[src/rtl/pre_neuron_sram_pkg.sv]
// Shared constants and types for the pre-neuron state SRAM controller.
package pre_neuron_sram_pkg;
  localparam int DEF_ADDR_WIDTH = 8;
  localparam int DEF_DATA_WIDTH = 32;
  localparam int DEF_SRAM_DEPTH = 256;

  // Requester IDs double as bit positions in the packed req/gnt vectors.
  localparam logic REQ_CORE = 1'b0;
  localparam logic REQ_HOST = 1'b1;

  typedef enum logic {
    ST_IDLE  = 1'b0,
    ST_CLEAR = 1'b1
  } state_e;
endpackage

[src/rtl/pre_neuron_sram_ctrl_rr_arb2.sv]
// Two-way round-robin arbiter; lock_i masks the host so the core keeps the bus.
module rr_arb2
  import pre_neuron_sram_pkg::*;
(
  input  logic       clk_i,
  input  logic       rst_i,
  input  logic       en_i,
  input  logic       lock_i,
  input  logic [1:0] req_i,
  output logic [1:0] gnt_o
);
  logic       rr_last_q, rr_last_d;
  logic [1:0] req_m;

  always_comb begin
    req_m = en_i ? req_i : 2'b00;
    if (lock_i) req_m[REQ_HOST] = 1'b0;
    gnt_o = req_m;
    // On a tie the requester that did not win last time goes first.
    if (&req_m) begin
      gnt_o = 2'b00;
      if (rr_last_q == REQ_HOST) gnt_o[REQ_CORE] = 1'b1;
      else                       gnt_o[REQ_HOST] = 1'b1;
    end
    rr_last_d = rr_last_q;
    if (gnt_o[REQ_CORE])      rr_last_d = REQ_CORE;
    else if (gnt_o[REQ_HOST]) rr_last_d = REQ_HOST;
  end

  always_ff @(posedge clk_i or posedge rst_i) begin
    if (rst_i) rr_last_q <= REQ_HOST;
    else       rr_last_q <= rr_last_d;
  end
endmodule

[src/rtl/pre_neuron_sram_ctrl.sv]
// Single-port pre-neuron SRAM access controller: core/host arbitration with
// core RMW lock, registered read-valid, and a full-array clear sweep.
module pre_neuron_sram_ctrl
  import pre_neuron_sram_pkg::*;
#(
  parameter int                    ADDR_WIDTH  = DEF_ADDR_WIDTH,
  parameter int                    DATA_WIDTH  = DEF_DATA_WIDTH,
  parameter int                    SRAM_DEPTH  = DEF_SRAM_DEPTH,
  parameter logic [DATA_WIDTH-1:0] CLEAR_VALUE = '0
)(
  input  logic                  CLK,
  input  logic                  RST,
  input  logic                  core_req,
  input  logic                  core_we,
  input  logic [ADDR_WIDTH-1:0] core_addr,
  input  logic [DATA_WIDTH-1:0] core_wdata,
  input  logic                  core_lock,
  output logic                  core_gnt,
  output logic                  core_rvalid,
  output logic [DATA_WIDTH-1:0] core_rdata,
  input  logic                  host_req,
  input  logic                  host_we,
  input  logic [ADDR_WIDTH-1:0] host_addr,
  input  logic [DATA_WIDTH-1:0] host_wdata,
  output logic                  host_gnt,
  output logic                  host_rvalid,
  output logic [DATA_WIDTH-1:0] host_rdata,
  input  logic                  clr_start,
  output logic                  clr_busy,
  output logic                  clr_done,
  output logic                  SRAM_CS,
  output logic                  SRAM_WE,
  output logic [ADDR_WIDTH-1:0] SRAM_A,
  output logic [DATA_WIDTH-1:0] SRAM_D,
  input  logic [DATA_WIDTH-1:0] SRAM_Q
);
  localparam logic [ADDR_WIDTH-1:0] LAST_ADDR = ADDR_WIDTH'(SRAM_DEPTH - 1);

  state_e                state_q, state_d;
  logic [ADDR_WIDTH-1:0] cnt_q, cnt_d;
  logic                  clr_pend_q, clr_pend_d;
  logic                  clr_done_q, clr_done_d;
  logic                  lock_q, lock_d;
  logic [1:0]            rvld_q, rvld_d;
  logic [1:0]            req, gnt;
  logic                  clr_go, arb_en;

  // Starting a sweep steals the bus for that cycle, so the arbiter idles.
  assign clr_go = (state_q == ST_IDLE) && clr_pend_q && !lock_q;
  assign arb_en = (state_q == ST_IDLE) && !clr_go && !RST;

  assign req[REQ_CORE] = core_req;
  assign req[REQ_HOST] = host_req;

  rr_arb2 u_arb (
    .clk_i  (CLK),
    .rst_i  (RST),
    .en_i   (arb_en),
    .lock_i (lock_q),
    .req_i  (req),
    .gnt_o  (gnt)
  );

  assign core_gnt    = gnt[REQ_CORE];
  assign host_gnt    = gnt[REQ_HOST];
  assign core_rvalid = rvld_q[REQ_CORE];
  assign host_rvalid = rvld_q[REQ_HOST];
  assign core_rdata  = SRAM_Q;
  assign host_rdata  = SRAM_Q;
  assign clr_busy    = clr_pend_q;
  assign clr_done    = clr_done_q;

  always_comb begin
    state_d    = state_q;
    cnt_d      = cnt_q;
    clr_pend_d = clr_pend_q | clr_start;
    clr_done_d = 1'b0;
    case (state_q)
      ST_IDLE:  if (clr_go) state_d = ST_CLEAR;
      ST_CLEAR: begin
        if (cnt_q == LAST_ADDR) begin
          cnt_d      = '0;
          state_d    = ST_IDLE;
          clr_pend_d = 1'b0;
          clr_done_d = 1'b1;
        end else begin
          cnt_d = cnt_q + 1'b1;
        end
      end
      default:  state_d = ST_IDLE;
    endcase

    lock_d = lock_q;
    if (gnt[REQ_CORE] && core_lock) lock_d = 1'b1;
    else if (!core_lock)            lock_d = 1'b0;

    rvld_d[REQ_CORE] = gnt[REQ_CORE] & ~core_we;
    rvld_d[REQ_HOST] = gnt[REQ_HOST] & ~host_we;
  end

  always_comb begin
    SRAM_CS = 1'b0;
    SRAM_WE = 1'b0;
    SRAM_A  = '0;
    SRAM_D  = '0;
    if (state_q == ST_CLEAR) begin
      SRAM_CS = 1'b1;
      SRAM_WE = 1'b1;
      SRAM_A  = cnt_q;
      SRAM_D  = CLEAR_VALUE;
    end else if (gnt[REQ_CORE]) begin
      SRAM_CS = 1'b1;
      SRAM_WE = core_we;
      SRAM_A  = core_addr;
      SRAM_D  = core_wdata;
    end else if (gnt[REQ_HOST]) begin
      SRAM_CS = 1'b1;
      SRAM_WE = host_we;
      SRAM_A  = host_addr;
      SRAM_D  = host_wdata;
    end
  end

  always_ff @(posedge CLK or posedge RST) begin
    if (RST) begin
      state_q    <= ST_IDLE;
      cnt_q      <= '0;
      clr_pend_q <= 1'b0;
      clr_done_q <= 1'b0;
      lock_q     <= 1'b0;
      rvld_q     <= '0;
    end else begin
      state_q    <= state_d;
      cnt_q      <= cnt_d;
      clr_pend_q <= clr_pend_d;
      clr_done_q <= clr_done_d;
      lock_q     <= lock_d;
      rvld_q     <= rvld_d;
    end
  end
endmodule

[config.mk]
export PLATFORM = sky130hd
export DESIGN_NAME = pre_neuron_sram_ctrl
export DESIGN_NICKNAME = d
export VERILOG_FILES = /design/src/rtl/pre_neuron_sram_pkg.sv /design/src/rtl/pre_neuron_sram_ctrl_rr_arb2.sv /design/src/rtl/pre_neuron_sram_ctrl.sv
export SDC_FILE = /design/constraint.sdc
export NUM_CORES = 1
export LEC_CHECK = 0
export CORE_AREA = 2 2 90 92
export DETAILED_ROUTE_END_ITERATION = 16
export DIE_AREA = 0 0 92 94
export DONT_BUFFER_PORTS = 1
export PLACE_DENSITY = 0.45
export SLEW_MARGIN = 15
export SYNTH_ARGS = -nofsm -noshare
export SYNTH_HDL_FRONTEND = slang
export SYNTH_HIERARCHICAL = 1
export SYNTH_SLANG_ARGS = --single-unit
export TNS_END_PERCENT = 30
[constraint.sdc]
create_clock -name CLK -period 1.7 [get_ports CLK]
set_input_delay 0.17 -clock CLK [delete_from_list [all_inputs] [get_ports CLK]]
set_output_delay 0.17 -clock CLK [all_outputs]
set_load 0.03 [all_outputs]
==> flow_metrics.tcl <==
set metrics [dict create \
    drive_gt1_frac 0.595 \
    nNetsFinal 332 \
    num_rows 32 \
    hold_violations 0 \
    place_congestion 0.746 \
    cts.sinks 15 \
    async_flop_share 1.00 \
    place_area_sq_mm 0.00198 \
    synth_fp_nets 352 \
    ir_drop_uv 239 \
    cellLeakagePower_nw 0.757 \
    synth_top_area_frac 0.287 \
    skew_ns 0.00389 \
    critPathMaxStageDelay_ns 0.47 \
    fmax_mhz 436 \
    drt_first_iter_violations 30 \
    ios 232 \
    rsz0062_at_grt "yes" \
    htree_num_levels 1 \
    routed_via_density 4.88 \
    synth-main-ff-cell "dfrtp_1" \
    critPathTopFamily "compound AO/OA/AOI/OAI gates" \
    dp.final_hpwl_um 4920 \
    cp_slowest_cell "dfrtp_4" \
    critPathKind "reg2out" \
    worstSetupStartpointType "register" \
    die_width_um 92 \
    synthCells 231 \
    firstDrtPassIters 4 \
    clockBufferDepth 2 \
    coreArea_sq_mm 0.00761 \
    synth.cell_area_sq_mm 0.00175 \
    synth_most_common_cell "buf_4" \
    drc_errors 0 \
    cp-end-kind "primary output" \
    fin_area_sq_mm 0.00227 \
    ys_warn_count 6 \
    cts_tree "yes" \
    routed_wl_um 6130 \
    cp_max_fo 12 \
    worstPathRequired_ns 1.53 \
    grt_max_degree 33 \
    ys_seq_elements 15 \
    synth_edf_count 0 \
    initial_core_util 0.230 \
    synth_cell_types 35 \
    grt_pass1_wl_um 8790 \
    track_usage 0.133 \
    num_antenna_cells 0 \
    yosysSeqAreaShare 0.215 \
    pre_cts_ws_ns -0.378 \
    dieHeight_um 94 \
    finalNonFillerCells 312 \
    maxCapViolCount 0 \
    antenna_left 0 \
    numCtsBuffers 3 \
    critical_path_buf_inv_count 2 \
    p_total_mw 1.29 \
    vias 1521 \
    relSlewSlack 0.762 \
    yosysTopAreaCell "buf_4" \
    die_area_sq_mm 0.00865 \
    postLayoutCoreUtil 0.299 \
    violations "negative setup slack" \
    wl_per_cell_um 19.7 \
    worstSkewPairLatency_ns 0.25 \
    maxSlewViolCount 0 \
    first_global_vias 1566 \
    worstMarginPinSlew_ns 0.358 \
    dpl.cell_count 299 \
    cts.clk_slew.worst_paths_ns 0.06 \
    period_needed_ns 2.29 \
    status "finished, violations left" \
    period_share 1.35 \
    hp-class "in2reg" \
    overflow 0 \
    antenna_found_initial 1 \
    io_buffers 0 \
    synth.area.top_cells "buf_4, dfrtp_1, a22oi_1" \
    clock-root-buffer "clkbuf_8" \
    arrival_ns 2.12 \
    syn_area_per_cell_sq_um 7.59 \
    powerDensity_mw_per_mm2 568 \
    setup_viol 44 \
    crit_chain "a21oi_2, and2_4, nand2_1, a31oi_4, nor2b_4, buf_4, buf_12, a221o_2" \
    area_growth_pct 29.6 \
    synth_common_cells "buf_4, a22oi_1, nor2_1" \
    fin_ws_ns -0.593 \
]
## layout by cell type (no fill, tap or decap), types with 3 or more instances in the layout
| master | count |
|---|---|
| a21oi_1 | 4 |
| a22oi_1 | 27 |
| a22oi_2 | 12 |
| buf_12 | 3 |
| buf_4 | 15 |
| buf_6 | 33 |
| clkbuf_8 | 3 |
| dfrtp_1 | 12 |
| inv_1 | 5 |
| nand2_1 | 11 |
| nor2_2 | 31 |
| nor2_4 | 5 |
| nor2b_1 | 3 |
| o21ai_4 | 8 |
| xnor2_1 | 4 |
## where the power goes
group	total (mW)	switching (mW)	leakage [nW]	internal, mW
Combinational	0.473	0.296	0.550	0.177
Sequential	0.521	0.0949	0.184	0.426
Clock	0.297	0.131	0.0228	0.166
## final timing paths
check | slack, ns | endpoint | cells past startpoint | start
min in group asynchronous | 0.07 | u_arb/rr_last_q$_DFFE_PP1P_ | 2 | RST
worst max register to register | 0.06 | rvld_q[0]$_DFF_PP0_ | 6 | state_q$_DFF_PP0_
worst max-delay path | -0.59 | SRAM_WE | 8 | state_q$_DFF_PP0_
max in group asynchronous | 1.39 | state_q$_DFF_PP0_ | 3 | RST
worst min-delay path | 0.04 | lock_q$_DFFE_PP0P_ | 1 | core_lock
worst min register to register | 0.51 | cnt_q[6]$_DFFE_PP0P_ | 1 | cnt_q[6]$_DFFE_PP0P_
## state kept, by name (all words and copies together), names as in the netlist
signal	flops
cnt_q	8
rvld_q	2
lock_q	1
clr_busy	1
state_q	1
clr_done	1
u_arb/rr_last_q	1
## logic make-up after synthesis
group,synth area share
muxes,0.0121
DFF,0.215
xor gates and xnor gates,0.0250
buffers and inverters,0.337
AOI/OAI and AO/OA,0.225
adders and majority gates,0.00714
and+or+nand+nor,0.179
## final cells by class
type                    count  area [sq um]
fillers                   824          5340
multi-input cells         130          1080
repair buffers             56           619
flip-flops and latches     15           382
well taps                 102           128
clock buffers               4          45.0
inverters                   5          18.8
## routing by layer
layer  vias up  track usage  wire (um)
li1        688            -          -
met1       730        0.150       2240
met2        75        0.239       3240
met3        26       0.0329        444
met4         2       0.0547        193
met5         -            0         16
## metrics by stage
step           TNS [ns]  hold slack [ns]
3_5_place_dp     -14.80           0.0639
3_3_place_gp     -11.28           0.0652
6_report         -22.99           0.0382
4_1_cts          -25.28           0.0316
2_1_floorplan    -18.28           0.0597
5_1_grt          -27.24           0.0373
## what timing repair did
item                                    in CTS  in global routing
setup buffers                                5                  1
gates cloned                                 1                  0
hold buffers                                 3                  0
gates resized for setup                     36                  6
hold endpoints to repair                    17                  0
endpoints found under the setup margin      50                 46
pin swaps                                   14                  5
(Power assumes the default switching activity.)
